**src/rtl/serial_adder_pkg.sv**
```systemverilog
// Shared FSM encoding and default operand width for the bit-serial adder.
package serial_adder_pkg;

  localparam int DEFAULT_WIDTH = 8;

  typedef enum logic [1:0] {
    IDLE = 2'd0,
    RUN  = 2'd1,
    DONE = 2'd2
  } state_t;

endpackage

```
**src/rtl/full_adder.sv**
```systemverilog
// Gate-level one-bit full adder cell.
module full_adder (
  input  logic a,
  input  logic b,
  input  logic cin,
  output logic sum,
  output logic cout
);

  logic ab_x;
  logic ab_a;
  logic cx_a;

  xor g_x1 (ab_x, a, b);
  xor g_x2 (sum, ab_x, cin);
  and g_a1 (ab_a, a, b);
  and g_a2 (cx_a, ab_x, cin);
  or  g_o1 (cout, ab_a, cx_a);

endmodule

```
**src/rtl/serial_adder.sv**
```systemverilog
// Bit-serial adder: one bit pair per clock, LSB first, through a single full_adder.
// Define SERIAL_ADDER_OVF_EN to add a registered two's-complement overflow output.
module serial_adder
  import serial_adder_pkg::*;
#(
  parameter int WIDTH = DEFAULT_WIDTH
) (
  input  logic             clk,
  input  logic             rst,
  input  logic             start,
  input  logic [WIDTH-1:0] a,
  input  logic [WIDTH-1:0] b,
  input  logic             cin,
  output logic             busy,
  output logic             done,
  output logic [WIDTH-1:0] sum,
  output logic             cout
`ifdef SERIAL_ADDER_OVF_EN
  ,
  output logic             ovf
`endif
);

  localparam int CW = $clog2(WIDTH);
  localparam logic [CW-1:0] LAST = CW'(WIDTH - 1);

  state_t state;
  state_t next;

  logic [WIDTH-1:0] a_sh;
  logic [WIDTH-1:0] b_sh;
  logic [WIDTH-1:0] s_sh;
  logic             carry;
  logic [CW-1:0]    cnt;
  logic             fa_sum;
  logic             fa_cout;

  full_adder u_fa (
    .a    (a_sh[0]),
    .b    (b_sh[0]),
    .cin  (carry),
    .sum  (fa_sum),
    .cout (fa_cout)
  );

  always_ff @(posedge clk) begin
    if (rst) state <= IDLE;
    else     state <= next;
  end

  always_comb begin
    next = state;
    busy = 1'b0;
    done = 1'b0;
    case (state)
      IDLE: if (start) next = RUN;
      RUN: begin
        busy = 1'b1;
        if (cnt == LAST) next = DONE;
      end
      DONE: begin
        busy = 1'b1;
        done = 1'b1;
        next = IDLE;
      end
      default: next = IDLE;
    endcase
  end

  // Result registers only move on the final RUN edge so downstream logic sees a stable value.
  always_ff @(posedge clk) begin
    if (rst) begin
      a_sh  <= '0;
      b_sh  <= '0;
      s_sh  <= '0;
      carry <= 1'b0;
      cnt   <= '0;
      sum   <= '0;
      cout  <= 1'b0;
`ifdef SERIAL_ADDER_OVF_EN
      ovf   <= 1'b0;
`endif
    end else begin
      case (state)
        IDLE: begin
          if (start) begin
            a_sh  <= a;
            b_sh  <= b;
            carry <= cin;
            cnt   <= '0;
          end
        end
        RUN: begin
          s_sh  <= {fa_sum, s_sh[WIDTH-1:1]};
          a_sh  <= a_sh >> 1;
          b_sh  <= b_sh >> 1;
          carry <= fa_cout;
          cnt   <= cnt + CW'(1);
          if (cnt == LAST) begin
            sum  <= {fa_sum, s_sh[WIDTH-1:1]};
            cout <= fa_cout;
`ifdef SERIAL_ADDER_OVF_EN
            ovf  <= carry ^ fa_cout;
`endif
          end
        end
        default: ;
      endcase
    end
  end

endmodule

```
**config.mk**
```make
export PLATFORM = sky130hd
export DESIGN_NAME = serial_adder
export DESIGN_NICKNAME = d
export VERILOG_FILES = /design/src/rtl/serial_adder_pkg.sv /design/src/rtl/full_adder.sv /design/src/rtl/serial_adder.sv
export SDC_FILE = /design/constraint.sdc
export NUM_CORES = 1
export LEC_CHECK = 0
export ABC_CLOCK_PERIOD_IN_PS = 1950
export CELL_PAD_IN_SITES_DETAIL_PLACEMENT = 2
export CELL_PAD_IN_SITES_GLOBAL_PLACEMENT = 2
export CORE_MARGIN = 4
export CORE_UTILIZATION = 32
export DETAILED_ROUTE_END_ITERATION = 10
export PLACE_DENSITY_LB_ADDON = 0.1
export REMOVE_ABC_BUFFERS = 1
export SLEW_MARGIN = 20
export SYNTH_ARGS = -nofsm -noshare
export SYNTH_HDL_FRONTEND = slang
export SYNTH_HIERARCHICAL = 1
export SYNTH_SLANG_ARGS = --single-unit
```
**constraint.sdc**
```tcl
create_clock -name clk -period 1.95 [get_ports clk]
set_input_delay 0.2925 -clock clk [delete_from_list [all_inputs] [get_ports clk]]
set_output_delay 0.2925 -clock clk [all_outputs]
set_load 0.05 [all_outputs]
```
==> Yosys cells after proc, flatten, opt, wreduce, memory -nomap -nowiden <==
Cells that the tools add are included.
{ "totals": {"ff_bits": 39, "elab_cells": 38, "memories": 0, "latch_bits": 0, "mem_bits_rw": 0, "mem_bits_ro": 0} }
{ "classes": {"shift": 0, "n_addsub": 1, "eq_ne": 5, "n_reduce_logical": 6, "bitwise_logic": 5, "div_mod_pow": 0, "mul": 0, "n_mux": 13, "magnitude_cmp": 0} }
{ "op_table": {"columns": ["op", "n"], "rows": [
  ["$pmux 8 s2", 2],
  ["$mux 8", 2],
  ["$pmux 3 s2", 1],
  ["$reduce_and 2->1", 3],
  ["$mux 2", 2],
  ["$ne 2x2->1 const B", 2],
  ["$pmux 2 s2", 1],
  ["$add 3x1->3 const B", 1],
  ["$eq 3x3->1 const B", 1],
  ["$mux 1", 3],
  ["$mux 3", 1],
  ["$and 1x1->1", 2],
  ["$eq 2x1->1 const B", 1],
  ["$eq 2x2->1 const B", 1],
  ["$logic_not 2->1", 1],
  ["$pmux 1 s2", 1],
  ["$reduce_bool 2->1", 1],
  ["$reduce_or 2->1", 1],
  ["$xor 1x1->1", 2],
  ["$or 1x1->1", 1]
]} }

==> Depth between registers and ports, before layout <==
Gate-level depths: netlist of the first run.
{ "depth": {"word_depth": 4, "mapped_depth": 7} }

==> Modules after synthesis <==
The synthesis of the first run kept the hierarchy.
{ "by_module_without_submodules": {"columns": ["module", "instances", "cells_each", "seq_area_each_um2", "area_per_inst_um2"], "rows": [
  ["serial_adder", 1, 168, 760.7, 1695.4],
  ["full_adder", 1, 1, 0.0, 20.0]
]} }

==> Worst setup path after synthesis of the first run <==
OpenSTA, ideal clock, no wires.
{ "synth_timing": {"path_kind": "reg-to-reg", "startpoint": "register state[1]", "endpoint": "register a_sh[1]", "n_path_buf": 2, "synth_period_minus_slack_ps": 1405, "setup_ps": 143, "arrival_time_ps": 1262, "path_slack_ps": 545, "t_required_ps": 1807, "path_stages_with_launch": 8, "cell_sequence": "dfxtp_1 -> inv_1 -> ha_1 -> buf_6 -> mux2_4 -> buf_6 -> nor2_1 -> a211oi_2"} }
{ "synth_between": {"elab_chain_cells": 3, "word_cells_on_any_way": 6, "classes_between": "eq/ne (2); mux (1); reduce/logical (3)"} }
{ "synth_rtl": {"columns": ["element", "line_no", "rtl"], "rows": [
  ["start, declared", "serial_adder.sv:27", "state_t state;"],
  ["start signal, assigned", "serial_adder.sv:48", "else state <= next;"],
  ["$eq 2x1->1 / $logic_not 2->1 (equally long branches)", "serial_adder.sv:84", "case (state)"],
  ["$reduce_bool 2->1 (no line) / $ne 2x2->1 (equally long branches)", null, null],
  ["$reduce_and 2->1 (no line)", null, null],
  ["end signal, assigned", "serial_adder.sv:95", "a_sh <= a_sh >> 1;"],
  ["end, declared", "serial_adder.sv:30", "logic [WIDTH-1:0] a_sh;"]
]} }
Several ways; a longest one is shown, not always the timed one.
A chain may end at the register's enable or synchronous reset.

==> Worst setup path in the final report of the first run <==
{ "layout_timing": {"startpoint": "register sum[0]", "endpoint": "output port sum[0]"} }
{ "layout_lines": {"columns": ["element", "line_no", "rtl"], "rows": [
  ["start, declared", "serial_adder.sv:16", "output logic [WIDTH-1:0] sum,"],
  ["start signal, assigned", "serial_adder.sv:100", "sum <= {fa_sum, s_sh[WIDTH-1:1]};"]
]} }
No word-level cell between the ends.

==> results list, run 1 <==
* Final Setup Violations: 0
* Initial antenna violation count: 0
- Overall overflow remaining after global route: 0
- Area of the placeable core: 5140 sq um
* Critical path arrival: 1.43 ns
* Number of max-cap violations: 0
- Vias in the first global route: 1449
- After filler insertion, the fill cell instance count of the layout stands at 562.
* Routed wirelength normalized by instance count: 14.7 um
- For the pin with the worst max-slew slack, the measured transition is 0.463 ns.
- Summed over all layers, the routed wires come to 3950 um.
- The run finished with clean final reports.
* Slowest stage delay, CP: 0.80 ns
- Leakage: 0.771 nW
* Maximum clock frequency: 581 MHz
- Number of clock sinks: 38
- Maximum number of pins on one net before global-route repair: 39
* Maximum fanout along the worst path: 2
- H-tree depth reported by CTS: 2
- Min Hold Slack: 0.456 ns
- The number of buffers and inverters on the critical path is 1.
- After synthesis, the netlist uses 23 different library cells.
* Max clock buf depth: 2
* Detail Route Antenna Nets: 0
- After layout, the worst path uses 88.2% of the clock period.
- In this run the biggest area consumer among cell types represents 44.3% of the synthesized area.
* Pins Over Slew Limit: 0
- Number of buffers created by CTS: 5
- Clock slew at the register clock pins of the worst setup and hold paths: 0.07 ns
- Number of synthesized register bits: 38
- Category of cells accounting for the largest share of critical-path delay: buffers and inverters
* Net total in the final layout: 223
- Initial core utilization: 33.4%
- Minimum clock period: 1.72 ns
- Area overhead of the layout relative to synthesis: 24.8%
* Global-route wire length before repair: 6890 um
- Final hold vios: 0
* Data required time at the worst endpoint: 1.66 ns
- After layout, the worst setup slack is 0.229 ns.
- Buffers inserted to repair hold after CTS numbered 0.
- Antenna diodes: 0
- Summed over all instances, the cell type with the most area after synthesis is sky130_fd_sc_hd__dfxtp_1.
- Worst vdd rail ir drop: 0.000321 V
- The signal on the critical path passes through clkdlybuf4s50_1.
* Post-layout power: 1.73 mW
- YS warnings: 6
- At the placement stage, the worst setup path has a slack of 0.215 ns.
- Router iterations before antenna repair: 4
* PwrDens: 808 nW/um^2
- The floorplan has 26 rows.
- The die is 81.2 um tall.
* Synthesized area divided by synthesized cell count: 10.2 sq um
* Detailed router's first-iteration violation count: 33
- Area of the die: 6600 sq um
* RSZ-0062 raised after global routing: false
- Vias: 1278
* Port Buffers: 30
- Post-CTS Setup Repair Bufs: 0
- Summing the sequential cell areas from Yosys gives 44.3% of the chip area.
- Latest clock arrival within the worst-skew pair: 0.29 ns
* Syn Std Cell Area: 1720 sq um
* Gr usage total: 13.7%
- Gate Count Post-Synth: 169
- Clock root buffer: sky130_fd_sc_hd__clkbuf_8
- STA classifies the critical path startpoint as a register.
- Headroom to the max-slew limit came out at 68.2%.
* Cell with the largest stage delay on the worst path: sky130_fd_sc_hd__clkdlybuf4s50_1
- DR vias/cell: 4.77
- Placed inst area: 2050 sq um
- After routing the design area is 2140 sq um.
- # resized after CTS: 0
* Top area cells in the synthesized netlist: sky130_fd_sc_hd__dfxtp_1, sky130_fd_sc_hd__mux2i_1, sky130_fd_sc_hd__a211oi_2
* Final estimated routing congestion in global placement: 0.725
- In this run the horizontal extent of the chip is 81.2 um.
* Worst clock skew: 0.00558 ns
- Cells with a size suffix above 1 make up 16.7% of the layout.
* Detail Placement HPWL: 2770 um
* Type of destination of the critical path: output port
- Clock tree from TritonCTS: built
- The worst hold path belongs to the class reg2reg.
- In the routed design, unresolved DRC markers number 0.
* Boundary pin count: 31
- Worst setup path category: reg2out
==> path summary, 6_finish.rpt <==
check / slack [ns] / from / to / cells past startpoint
setup / recovery: 0.23 / sum[0] / sum[0] / 1
hold / removal: 0.46 / sum[3] / sum[3] / 2
setup reg to reg: 0.27 / state[0] / a_sh[0] / 5
hold reg to reg: 0.46 / sum[3] / sum[3] / 2
==> cells by family after synthesis <==
| logic type | share of synthesized area (%) |
|---|---|
| multiplexers | 14.3 |
| flip-flops | 44.3 |
| AO/OA/AOI/OAI | 16.5 |
| buffers and inverters | 6.13 |
| adder cells (fa/ha/maj) | 4.81 |
| AND/OR/NAND/NOR | 13.9 |
==> final cells by class <==
type	instances	area [sq um]	area share, %
Multi-Input combinational cell	115	852	39.8
Inverter	3	11.3	0.526
Timing Repair Buffer	34	338	15.8
Clock inverter	1	5.00	0.234
Sequential cell	38	761	35.5
Clock buffer	7	86.3	4.03
Tap cell	70	87.6	4.09
==> cells in the final DEF, fill, tap and decap left out, types with 2 or more instances in the layout <==
cell	instances
sky130_fd_sc_hd__clkbuf_8	6
sky130_fd_sc_hd__a211oi_2	15
sky130_fd_sc_hd__ha_1	4
sky130_fd_sc_hd__mux2i_1	23
sky130_fd_sc_hd__nor2_2	3
sky130_fd_sc_hd__clkdlybuf4s50_1	28
sky130_fd_sc_hd__a21oi_1	14
sky130_fd_sc_hd__a32oi_1	2
sky130_fd_sc_hd__dfxtp_1	38
sky130_fd_sc_hd__nand3b_1	3
sky130_fd_sc_hd__nand3_1	9
sky130_fd_sc_hd__buf_4	5
sky130_fd_sc_hd__inv_1	3
sky130_fd_sc_hd__nor2_1	21
sky130_fd_sc_hd__nand2_1	13
==> layer usage <==
metal	global-route usage, %	up-vias	share of wire [%]
met5	0	-	0
met4	5.07	0	1.3
met3	3.88	4	3.4
met2	24.1	26	51
met1	15.7	609	44
li1	-	639	-
==> power by group <==
part           internal, mW  switching [mW]  leakage (nW)  total [mW]
logic                 0.146           0.174         0.412       0.320
registers             0.823          0.0296         0.310       0.852
clock network         0.285           0.271        0.0482       0.556
==> through the flow <==
| stage | utilization (%) | TNS, ns | instances |
|---|---|---|---|
| final | 41.7 | 0 | 268 |
| after global routing | 41.7 | 0 | 268 |
| after CTS | 41.7 | 0 | 268 |
| after detailed placement | 39.9 | 0 | 260 |
| after global placement | 39.9 | 0 | 260 |
| after floorplan | - | -10.61 | 156 |
==> flip-flops by register name, summed over array words and instances (netlist names) <==
register	count
b_sh	8
a_sh	8
state	2
cnt	3
cout	1
s_sh	7
sum	8
carry	1
==> cells in the mapped netlist <==
| master | instances |
|---|---|
| sky130_fd_sc_hd__dfxtp_1 | 38 |
| sky130_fd_sc_hd__nor3_1 | 1 |
| sky130_fd_sc_hd__inv_1 | 3 |
| sky130_fd_sc_hd__ha_1 | 5 |
| sky130_fd_sc_hd__nand2_1 | 13 |
| sky130_fd_sc_hd__clkbuf_1 | 4 |
| sky130_fd_sc_hd__a211oi_1 | 1 |
| sky130_fd_sc_hd__fa_1 | 1 |
| sky130_fd_sc_hd__nor2_2 | 3 |
| sky130_fd_sc_hd__a21oi_1 | 14 |
| sky130_fd_sc_hd__mux2i_1 | 23 |
| sky130_fd_sc_hd__nand2b_1 | 1 |
| sky130_fd_sc_hd__or2b_1 | 1 |
| sky130_fd_sc_hd__nand3b_1 | 3 |
| sky130_fd_sc_hd__nor2_1 | 21 |
| sky130_fd_sc_hd__nor2b_1 | 1 |
| sky130_fd_sc_hd__a211oi_2 | 15 |
| sky130_fd_sc_hd__a32oi_1 | 2 |
| sky130_fd_sc_hd__buf_6 | 5 |
| sky130_fd_sc_hd__nand3_1 | 9 |
| sky130_fd_sc_hd__buf_2 | 3 |
| sky130_fd_sc_hd__buf_4 | 1 |
| sky130_fd_sc_hd__mux2_4 | 1 |
Note: power is estimated with default switching activity, not from simulation.
==> run 2, diff against run 1 <==
--- a/config.mk
+++ b/config.mk
@@ -5,7 +5,6 @@
 export SDC_FILE = /design/constraint.sdc
 export NUM_CORES = 1
 export LEC_CHECK = 0
-export ABC_CLOCK_PERIOD_IN_PS = 1950
 export CELL_PAD_IN_SITES_DETAIL_PLACEMENT = 2
 export CELL_PAD_IN_SITES_GLOBAL_PLACEMENT = 2
 export CORE_MARGIN = 4
==> results of run 2 <==
Final layout, timing and power as in run 1 (identical DEF).
==> run 3, diff against run 2 <==
--- a/config.mk
+++ b/config.mk
@@ -7,7 +7,6 @@
 export LEC_CHECK = 0
 export CELL_PAD_IN_SITES_DETAIL_PLACEMENT = 2
 export CELL_PAD_IN_SITES_GLOBAL_PLACEMENT = 2
-export CORE_MARGIN = 4
 export CORE_UTILIZATION = 32
 export DETAILED_ROUTE_END_ITERATION = 10
 export PLACE_DENSITY_LB_ADDON = 0.1
==> run 3 against run 2 <==
First-iteration DRC count is 18% lower. Sequential cell count unchanged. Sequential power about the same. Global-route usage grew 1.6 points. Sequential share of layout area shrank 0.29 points. Critical path type unchanged. Via count increased by 2.3%. Non-clock buffer count unchanged. Clock skew grew 0.0016 ns. Setup slack got worse by 0.019 ns. Utilization is 0.34 points higher.
==> results list, run 3 (same netlist as run 1, synthesis figures left out) <==
* Number of max-cap violations: 0 (unchanged)
- The routed length on met2 came to 2010 um (unchanged).
* Run status: complete, no violations
- Final hold vios: 0 (unchanged)
- The total wire length was 3890 um (-1.4%).
- The number of nets in the layout is 223 (unchanged).
- Kind of start point of the critical path: register
- Worst setup path category: reg2out
* Global-route wire length before repair: 6380 um (-7.3%)
- The final-report setup violation count was 0 (unchanged).
- Max clock buf depth: 2 (unchanged)
* Hold Crit Class: reg2reg
* Hold path startpoint: sum[1]
- Slowest stage delay, CP: 0.81 ns (about the same)
* Minimum clock period: 1.74 ns (+0.0193 ns)
- Met3 wirelength from detailed routing: 96 um (-28%)
- Maximum clock frequency: 575 MHz (-1.1%)
- Clock slew at the register clock pins of the worst setup and hold paths: 0.08 ns (about the same)
* Utilization of the core after routing: 42.0% (+0.34 points)
* Category of cells accounting for the largest share of critical-path delay: buffers and inverters
* Worst vdd rail ir drop: 0.000345 V (+7.4%)
- Initial core utilization: 33.4% (unchanged)
- The data arrival time of the critical path is 1.45 ns (+0.02 ns).
- Leaving out fill and tap cells, the most frequent cell in the layout is sky130_fd_sc_hd__dfxtp_1.
- Highest Signal Layer: met4
- Overall overflow remaining after global route: 0 (unchanged)
* Hold_buf cts: 0 (unchanged)
- Detailed-routing wirelength on met1: 1730 um (-1.1%)
- The number of input and output port buffers inserted is 30 (unchanged).
- The number of buffer and inverter stages on the critical path came to 1 (unchanged).
- The total number of vias was 1308 (+2.3%).
- In the final layout, the registers with the most flip-flops are a_sh: 8 flops, b_sh: 8 flops, sum: 8 flops.
* Maximum fanout along the worst path: 2 (unchanged)
* PwrDens: 845 nW/um^2 (+4.7%)
- Area of the die: 5660 sq um (-14%)
- The final weighted congestion in routability-driven placement was 0.690 (-4.8%).
- The routed via count divided by cell count was 4.88 (+2.3%).
- The clock insertion delay at the later pin of the skew report was 0.29 ns (about the same).
* Router iterations before antenna repair: 3 (-1)
- The root buffer cell chosen for the clock tree is sky130_fd_sc_hd__clkbuf_8.
- Data required time at the worst endpoint: 1.66 ns (about the same)
- The final antenna diode count is 0 (unchanged).
- The final max-slew violation count came to 0 (unchanged).
- First element of the critical path: sum[3]
* Detail Placement HPWL: 2670 um (-3.5%)
- Area overhead of the layout relative to synthesis: 25.8%
* Rel. slew slack: 66.1% (-2.1 points)
* Reg-to-reg startpoint: state[0]
* Die Ht: 75.2 um (-7.4%)
- Setup repair after global routing left no endpoint under its margin.
* Maximum number of pins on one net before global-route repair: 39 (unchanged)
* Series of cell instances along the critical path: clkdlybuf4s50_1
* # resized after CTS: 0 (unchanged)
- Area of the placeable core: 5140 sq um (unchanged)
- The number of clock buffers inserted by TritonCTS was 5 (unchanged).
* Detail Route Antenna Nets: 0 (unchanged)
- The total negative slack for setup checks came to 0 ns (unchanged).
- The number of rows in the core area is 26 (unchanged).
- Die width: 75.2 um (-7.4%)
- For this design, the slowest cell found on the critical path is sky130_fd_sc_hd__clkdlybuf4s50_1.
* Vias in the first global route: 1322 (-8.8%)
* Number of clock sinks: 38 (unchanged)
- The number of H-tree levels is 2 (unchanged).
- The total routing resource utilization after global routing came to 15.3% (+1.6 points).
* Commonest cells after routing, fill and taps aside: sky130_fd_sc_hd__dfxtp_1, sky130_fd_sc_hd__clkdlybuf4s50_1, sky130_fd_sc_hd__mux2i_1
* Clock tree from TritonCTS: built
- Post-CTS Setup Repair Bufs: 0 (unchanged)
- The leakage power of the design is 0.781 nW (+1.3%).
- Placed inst area: 2050 sq um (unchanged)
* DRC viols: 0 (unchanged)
- The average routed wire per standard cell was 14.5 um (-1.4%).
- The post-layout instance area is 2160 sq um (+0.82%).
- The final critical-path share of the clock period came to 89.2% (+0.99 points).
- The number of antenna violations at the first check in global routing was 0 (unchanged).
- The number of primary I/O pins was 31 (unchanged).
* Type of destination of the critical path: output port
* Actual slew at the worst max-slew pin: 0.494 ns (+0.0313 ns)
- Worst clock skew: 0.00718 ns (+0.00160 ns)
* Layout cell share with drive strength beyond 1: 17.2% (+0.51 points)
- Detailed router's first-iteration violation count: 27 (-18%)
run 3: final timing paths:
path | end | slack [ns] | depth (start not counted)
worst min register to register | sum[1] | 0.46 | 2
worst min-delay path | sum[1] | 0.46 | 2
worst max register to register | a_sh[0] | 0.32 | 5
worst max-delay path | sum[3] | 0.21 | 1
run 3: stage by stage:
step	total power, mW	setup slack [ns]	hold slack, ns	cells
2_1_floorplan	1.08	-0.447	0.357	156
3_3_place_gp	1.17	0.331	0.442	260
3_5_place_dp	1.19	0.275	0.456	260
4_1_cts	1.86	0.184	0.466	268
5_1_grt	1.92	0.164	0.494	268
6_report	1.82	0.210	0.460	268
run 3: per-layer routing:
layer	up-vias	global-route usage, %
li1	642	-
met1	637	17.9
met2	24	27.3
met3	5	2.81
met4	0	6.79
met5	-	0
run 3: layout make-up:
class                           instances  area (sq um)
Clock buffer                            5          68.8
Clock inverter                          3          40.0
Fill cell                             586          2980
Inverter                                3          11.3
Multi-Input combinational cell        115           852
Sequential cell                        38           761
Tap cell                               70          87.6
Timing Repair Buffer                   34           338
run 3: power breakdown:
part	switching (mW)	internal (mW)
Sequential	0.0307	0.823
Clock	0.281	0.377
Combinational	0.169	0.145
Total	0.480	1.34
